==> config.mk <==
export PLATFORM = sky130hd
export DESIGN_NAME = sdhci_rsp_receiver
export DESIGN_NICKNAME = d
export VERILOG_FILES = /design/src/rtl/sdhci_rsp_receiver.sv
export SDC_FILE = /design/constraint.sdc
export NUM_CORES = 1
export LEC_CHECK = 0
export ABC_AREA = 1
export CELL_PAD_IN_SITES_DETAIL_PLACEMENT = 0
export CELL_PAD_IN_SITES_GLOBAL_PLACEMENT = 2
export CORE_UTILIZATION = 31
export DETAILED_ROUTE_END_ITERATION = 12
export PLACE_DENSITY = 0.88
export SYNTH_ARGS = -nofsm -noshare
export SYNTH_HDL_FRONTEND = slang
export SYNTH_SLANG_ARGS = --single-unit
==> constraint.sdc <==
create_clock -name clk_i -period 12.2 [get_ports clk_i]
set_clock_uncertainty 0.05 [all_clocks]
set_input_delay 3.66 -clock clk_i [delete_from_list [all_inputs] [get_ports clk_i]]
set_output_delay 3.66 -clock clk_i [all_outputs]
set_load 0.03 [all_outputs]
==> src/rtl/sdhci_rsp_receiver.sv <==
`default_nettype none
// ============================================================================
// Module      : sdhci_rsp_receiver
// Description : SD CMD-line response receiver. After the command sequencer
//               arms it, waits (bounded by TIMEOUT_CYCLES SD clocks) for the
//               start bit, deserialises a 48-bit (R1/R1b/R3/R6/R7) or 136-bit
//               (R2) response MSB first, and checks end bit, CRC7 and command
//               index.
// Ports       : clk_i, rst_i        - system clock, async active-high reset
//               sd_clk_en_i         - one pulse per SD clock; CMD sampled here
//               sd_cmd_i            - CMD pad input (idle high)
//               start_i / abort_i   - arm receiver / drop reception
//               rsp_long_i, check_index_i, check_crc_i, exp_index_i
//                                   - per-response config, sampled on start_i
//               busy_o, done_o      - status; done_o is a one-clk pulse
//               rsp_o, index_o      - payload and received command index
//               timeout_err_o, crc_err_o, end_bit_err_o, index_err_o
//                                   - independent error flags
// Revision    : 1.0 - initial release
// ============================================================================
module sdhci_rsp_receiver #(
    parameter int TIMEOUT_CYCLES = 64
) (
    input  logic          clk_i,
    input  logic          rst_i,
    input  logic          sd_clk_en_i,
    input  logic          sd_cmd_i,
    input  logic          start_i,
    input  logic          abort_i,
    input  logic          rsp_long_i,
    input  logic          check_index_i,
    input  logic          check_crc_i,
    input  logic [5:0]    exp_index_i,
    output logic          busy_o,
    output logic          done_o,
    output logic [119:0]  rsp_o,
    output logic [5:0]    index_o,
    output logic          timeout_err_o,
    output logic          crc_err_o,
    output logic          end_bit_err_o,
    output logic          index_err_o
);

    localparam int c_TO_W = $clog2(TIMEOUT_CYCLES + 1);
    localparam logic [c_TO_W-1:0] c_TO_LIMIT = c_TO_W'(TIMEOUT_CYCLES);
    localparam logic [c_TO_W-1:0] c_TO_ONE   = c_TO_W'(1);

    typedef enum logic [1:0] {
        S_IDLE = 2'd0,
        S_WAIT = 2'd1,
        S_RECV = 2'd2,
        S_DONE = 2'd3
    } state_t;

    state_t              r_state;

    // Latched configuration
    logic                r_long;
    logic                r_chk_idx;
    logic                r_chk_crc;
    logic [5:0]          r_exp_idx;

    // Reception datapath
    logic [c_TO_W-1:0]   r_to_cnt;
    logic [7:0]          r_bitcnt;
    logic [6:0]          r_crc;
    logic [6:0]          r_rxcrc;
    logic [119:0]        r_shift;
    logic [5:0]          r_idx_sh;

    // Registered outputs
    logic                r_busy;
    logic                r_done;
    logic [119:0]        r_rsp;
    logic [5:0]          r_index;
    logic                r_to_err;
    logic                r_crc_err;
    logic                r_end_err;
    logic                r_idx_err;

    logic [c_TO_W-1:0]   w_to_next;
    logic [7:0]          w_last;
    logic [7:0]          w_pos;
    logic                w_in_crc;
    logic                w_in_payload;
    logic                w_in_index;
    logic                w_in_rxcrc;
    logic                w_crc_fb;
    logic [6:0]          w_crc_next;

    assign w_to_next = r_to_cnt + c_TO_ONE;

    // Frame bit number of the bit being sampled now (start bit = 47 or 135).
    assign w_last = r_long ? 8'd135 : 8'd47;
    assign w_pos  = w_last - r_bitcnt;

    // The start and transmission bits of a short frame are inside CRC
    // coverage; the start bit is 0 so it leaves a zero-initialised CRC
    // unchanged and needs no special handling.
    assign w_in_crc     = (w_pos >= 8'd8) && (!r_long || (w_pos <= 8'd127));
    assign w_in_payload = (w_pos >= 8'd8) && (r_long ? (w_pos <= 8'd127) : (w_pos <= 8'd39));
    assign w_in_index   = !r_long && (w_pos >= 8'd40) && (w_pos <= 8'd45);
    assign w_in_rxcrc   = (w_pos >= 8'd1) && (w_pos <= 8'd7);

    // CRC7, polynomial x^7 + x^3 + 1, serial MSB-first update
    assign w_crc_fb   = sd_cmd_i ^ r_crc[6];
    assign w_crc_next = {r_crc[5:0], 1'b0} ^ (w_crc_fb ? 7'h09 : 7'h00);

    always_ff @(posedge clk_i or posedge rst_i) begin
        if (rst_i) begin
            r_state   <= S_IDLE;
            r_long    <= 1'b0;
            r_chk_idx <= 1'b0;
            r_chk_crc <= 1'b0;
            r_exp_idx <= 6'd0;
            r_to_cnt  <= '0;
            r_bitcnt  <= 8'd0;
            r_crc     <= 7'd0;
            r_rxcrc   <= 7'd0;
            r_shift   <= 120'd0;
            r_idx_sh  <= 6'd0;
            r_busy    <= 1'b0;
            r_done    <= 1'b0;
            r_rsp     <= 120'd0;
            r_index   <= 6'd0;
            r_to_err  <= 1'b0;
            r_crc_err <= 1'b0;
            r_end_err <= 1'b0;
            r_idx_err <= 1'b0;
        end else if (abort_i) begin
            // Abort beats everything, including a simultaneous start_i.
            // Result registers are left untouched.
            r_state <= S_IDLE;
            r_busy  <= 1'b0;
            r_done  <= 1'b0;
        end else begin
            case (r_state)
                S_IDLE: begin
                    r_done <= 1'b0;
                    if (start_i) begin
                        r_long    <= rsp_long_i;
                        r_chk_idx <= check_index_i;
                        r_chk_crc <= check_crc_i;
                        r_exp_idx <= exp_index_i;
                        r_to_cnt  <= '0;
                        r_bitcnt  <= 8'd0;
                        r_crc     <= 7'd0;
                        r_rxcrc   <= 7'd0;
                        r_shift   <= 120'd0;
                        r_idx_sh  <= 6'd0;
                        r_rsp     <= 120'd0;
                        r_index   <= 6'd0;
                        r_to_err  <= 1'b0;
                        r_crc_err <= 1'b0;
                        r_end_err <= 1'b0;
                        r_idx_err <= 1'b0;
                        r_busy    <= 1'b1;
                        r_state   <= S_WAIT;
                    end
                end

                S_WAIT: begin
                    if (sd_clk_en_i) begin
                        if (!sd_cmd_i) begin
                            r_bitcnt <= 8'd1;
                            r_state  <= S_RECV;
                        end else if (w_to_next == c_TO_LIMIT) begin
                            r_to_err <= 1'b1;
                            r_done   <= 1'b1;
                            r_state  <= S_DONE;
                        end else begin
                            r_to_cnt <= w_to_next;
                        end
                    end
                end

                S_RECV: begin
                    if (sd_clk_en_i) begin
                        r_bitcnt <= r_bitcnt + 8'd1;
                        if (w_in_crc) begin
                            r_crc <= w_crc_next;
                        end
                        if (w_in_payload) begin
                            r_shift <= {r_shift[118:0], sd_cmd_i};
                        end
                        if (w_in_index) begin
                            r_idx_sh <= {r_idx_sh[4:0], sd_cmd_i};
                        end
                        if (w_in_rxcrc) begin
                            r_rxcrc <= {r_rxcrc[5:0], sd_cmd_i};
                        end
                        if (w_pos == 8'd0) begin
                            // End bit: every field is complete, publish results.
                            r_end_err <= !sd_cmd_i;
                            r_crc_err <= r_chk_crc && (r_crc != r_rxcrc);
                            r_idx_err <= r_chk_idx && !r_long && (r_idx_sh != r_exp_idx);
                            r_rsp     <= r_shift;
                            r_index   <= r_long ? 6'd0 : r_idx_sh;
                            r_done    <= 1'b1;
                            r_state   <= S_DONE;
                        end
                    end
                end

                S_DONE: begin
                    r_done  <= 1'b0;
                    r_busy  <= 1'b0;
                    r_state <= S_IDLE;
                end

                default: begin
                    r_state <= S_IDLE;
                end
            endcase
        end
    end

    assign busy_o        = r_busy;
    assign done_o        = r_done;
    assign rsp_o         = r_rsp;
    assign index_o       = r_index;
    assign timeout_err_o = r_to_err;
    assign crc_err_o     = r_crc_err;
    assign end_bit_err_o = r_end_err;
    assign index_err_o   = r_idx_err;

endmodule
`default_nettype wire
-- Word level (Yosys, flattened, before mapping)
Cells that the tools add are included.
W data, S select, Z words.
- flip-flop bits (word level): 298
- word-level logic and storage cells: 150
- $lt $le $gt $ge: 7
- reductions and logical operators: 30
- bitwise logic cells: 3
- $add $sub $neg: 3
- equality and inequality tests: 25
- mux-type cells: 63
- operators with widths (cell ; number):
    $mux W120 ; 5
    $pmux W120 S2 ; 2
    $mux W7 ; 8
    $pmux W7 S2 ; 3
    $mux W8 ; 5
    $mux W6 ; 6
    $reduce_and A5 Y1 ; 7
    $ne A2 B2 Y1 const B ; 12
    $pmux W6 S2 ; 2
    $pmux W8 S3 ; 1
    $ne A3 B3 Y1 const B ; 6
    $reduce_and A6 Y1 ; 3
    $le A8 B6 Y1 const B ; 2
    $mux W1 ; 16
    $mux W2 ; 7
    $pmux W1 S2 ; 5
    $add A8 B1 Y8 const B ; 1
    $ge A8 B1 Y1 const B ; 1
    $ge A8 B4 Y1 const B ; 1
    $ge A8 B6 Y1 const B ; 1
    $le A8 B3 Y1 const B ; 1
    $le A8 B7 Y1 const B ; 1
    $logic_and A1 B1 Y1 ; 8
    $logic_not A8 Y1 ; 1
    22 further kinds ; 26

-- Logic depth before layout (Yosys ltp)
- depth in word-level cells: 8
- mapped depth: 16
- depth with buffers taken out: 14

-- Worst setup path after synthesis
Ideal clock, no wire load.
- path type: in2reg
- from: input start_i
- to: register r_shift[10]
- required time: 12084 ps
- setup slack: 7290 ps
- cell stages on the path: 9
- library setup time: 66 ps
- arrival time: 4794 ps
- path buffers: 3
- cells stage by stage: inv_1 -> nand2_1 -> o21ai_1 -> a211oi_4 -> buf_4 -> buf_4 -> buf_2 -> nand4_1 -> nand2_1
- cells in the longest elaborated chain, start to end: 2
- ends and longest elaborated chain (element ; line ; source):
    start: declaration ; 28 ; input logic start_i,
    $ne A2 B2 Y1 (no source line) ; - ;
    $reduce_and A5 Y1 (no source line) ; - ;
    end signal: assignment ; 184 ; r_shift <= {r_shift[118:0], sd_cmd_i};
    end: declaration ; 68 ; logic [119:0] r_shift;
Every way passes these cells.
A chain may end at the register's enable or synchronous reset.

-- Worst setup path in the final report
- from: input start_i
- to: register r_rsp[109], in the netlist rsp_o[109]
- cells in the longest elaborated chain, start to end: 2
- ends and longest elaborated chain (element ; line ; source):
    $ne A2 B2 Y1 (no source line) ; - ;
    $reduce_and A5 Y1 (no source line) ; - ;
    end signal: assignment ; 197 ; r_rsp <= r_shift;
    end: declaration ; 74 ; logic [119:0] r_rsp;
Every way passes these cells.

==> results.yml <==
floorplan:
  fp.dieArea_mm2: 0.04399
  design.core.area_mm2: 0.04223
  die_h_um: 209.7
  initial_core_util: 0.3168
  num_rows: 75
  fp.dieW_um: 209.7
  pin_count: 147
clock_tree:
  clk_latency_ns: 0.54
  path_clk_slew_ns: 0.06
  post_cts.repair.setup_buffers: 0
  clk_path_buf_depth: 3
  cts_tree: "yes"
  cts_made_buffers: 37
  cts.sinks: 298
  cts_root_buf: "clkbuf_16"
  htreeDepth: 2
  cts_resized: 0
  ctsHoldBuffers: 0
routing:
  ant_nets: 0
  vias: 10640
  drt_wl_total_um: 33500
  drt_pass1_iterations: 5
  vias_per_cell: 4.738
  wire_per_inst_um: 14.92
  drc: 0
  drt_iter0_drc: 702
setup_path:
  cp.required_ns: 12.52
  criticalPathCategory: "primary input to register"
  arrival_ns: 6.72
  startpoint_type: "primary input"
  cp-end-kind: "register"
  critical_path.max_fanout: 133
finish:
  area_delta_synth_final_pct: 21.90
  nFillCells: 4374
  layout.nets: 1711
  regArea_mm2: 0.007457
  utilization: 0.3862
  fin_cells: 2246
  drive_gt1_frac: 0.04979
  final_common_cell: "nand2_1"
  multi_input_area_mm2: 0.004786
  mostFrequentLayoutCells: "620 x nand2_1, 298 x dfrtp_1, 162 x inv_1, 146 x clkdlybuf4s50_1, 126 x nand4_1"
  n_antenna_cell: 0
timing:
  period_minus_slack_ns: 6.395
  rsz0062_at_grt: "false"
  clock.fmax_ghz: 0.1564
  drv_slew: 0
  finalSetupViolations: 0
  worst_pin_slew_ns: 1.178
  fin_ws_ns: 5.805
  fin_crit_sh: 0.5241
  finalSetupTns_ns: 0
  hold_viol_final: 0
  maxSlewHeadroom: 0.2143
pwr:
  power_density_mw_per_mm2: 170.5
  peakVddDrop_v: 0.0001084
  total_power_mw: 2.781
  leakagePower_nw: 8.617
logic_synthesis:
  yosysTopAreaCell: "dfrtp_1"
  ys_top_cells_by_area: "dfrtp_1 56%, nand2_1 17%, nand4_1 5.9%, inv_1 4.6%, o21ai_1 3.8%"
  ys_types: 31
  synth_area_mm2: 0.01338
  ys_seq_area_frac: 0.5574
  syn_nets: 1617
  yosys_warnings: 0
  synth_seq_cells: 298
  avgSynthCellArea_um2: 8.420
  syn_inst: 1589
  synth_top_area_frac: 0.5574
place:
  dp.cells: 2183
  portBuffers: 146
  dp_hpwl_um: 19440
  pre_cts_slack_ns: 5.187
  gp_congestion: 0.7798
global_route:
  track_usage: 0.1570
  antenna_found_initial: 0
  grt_pass1_vias: 10580
  grt_max_degree: 183
  grt_pass1_wl_um: 56030
  grt_overflow_total: 0
job:
  maxCapViolCount: 0
run_status:
  run_status: "complete, no violations"
hold_path:
  hp-class: "register to register"
-- through the flow --
step                area (um^2)  hold slack [ns]
global route              16310           0.4303
global placement          15090           0.4029
detailed placement        15090           0.4079
floorplan                 13380           0.3917
finish                    16310           0.4158
CTS                       16310           0.4222
-- final cells by class --
type                            instances  area share
Clock buffer                           55     0.06904
Clock inverter                          8    0.005754
Inverter                              166     0.03867
Multi-Input combinational cell       1025      0.2934
Sequential cell                       298      0.4572
Tap cell                              539     0.04135
Timing Repair Buffer                  155     0.09451
-- kinds of logic after synthesis --
| kind of cell | count (synthesis) | share of synthesized area |
|---|---|---|
| flops | 298 | 0.5574 |
| simple gates | 816 | 0.2577 |
| fa+ha+maj | 13 | 0.01216 |
| compound gates | 171 | 0.06649 |
| buf+inv | 266 | 0.08838 |
| mux | 8 | 0.006734 |
| xor+xnor | 17 | 0.01113 |
-- cell usage after synthesis (all sizes together) --
cell / number
xor2: 9
clkinv: 1
nor4: 2
xnor2: 8
o21ai: 156
o22ai: 1
clkbuf: 20
nand4: 126
nor2: 26
inv: 165
a31oi: 1
a21oi: 9
ha: 13
nor3: 3
a211oi: 3
buf: 80
nand2: 622
dfrtp: 298
mux2: 8
nand3: 34
o31ai: 1
nand3b: 1
or2: 2
-- state kept, by name, indices dropped and copies added (netlist names) --
register,count
end_bit_err_o,1
r_chk_crc,1
r_shift,120
done_o,1
r_exp_idx,6
r_rxcrc,7
r_long,1
crc_err_o,1
r_state,2
r_idx_sh,6
r_to_cnt,7
timeout_err_o,1
rsp_o,120
index_o,6
r_crc,7
index_err_o,1
busy_o,1
r_bitcnt,8
r_chk_idx,1
-- power by group --
group / total [mW] / internal [mW] / switching [mW]
sequential: 1.05 / 1.02 / 0.0287
clock: 1.10 / 0.677 / 0.420
combinational: 0.633 / 0.115 / 0.519
total: 2.78 / 1.81 / 0.968
-- critical path, cell delays in order --
cell and delay, ns:
clkdlybuf4s50_1 0.50, inv_1 0.05, nand2_1 0.12, o21ai_1 0.14, a211oi_4 0.16, buf_4 0.55, nand2_8 0.50, buf_4 0.68
nand2_1 0.19, o21ai_0 0.10
-- worst paths after layout --
path                                        start                endpoint  slack (ns)  depth (start not counted)
max                                       start_i  rsp_o[109]$_DFFE_PP0P_        5.81                         10
min                        r_shift[8]$_DFFE_PP0P_  r_shift[8]$_DFFE_PP0P_        0.42                          2
max reg2reg                r_state[0]$_DFFE_PP0P_  rsp_o[112]$_DFFE_PP0P_        8.08                          9
min reg2reg                r_shift[8]$_DFFE_PP0P_  r_shift[8]$_DFFE_PP0P_        0.42                          2
max in group asynchronous                   rst_i    r_crc[1]$_DFFE_PP0P_        6.90                          3
min in group asynchronous                   rst_i   rsp_o[67]$_DFFE_PP0P_        3.62                          2
-- routing by layer --
layer	vias to the layer above	wire, um	track usage
met5	-	0	0
li1	5279	-	-
met1	5110	16220	0.2153
met4	0	733	0.04656
met3	50	1351	0.03053
met2	202	15200	0.2510
No activity file was read; power rests on OpenSTA's default activity.
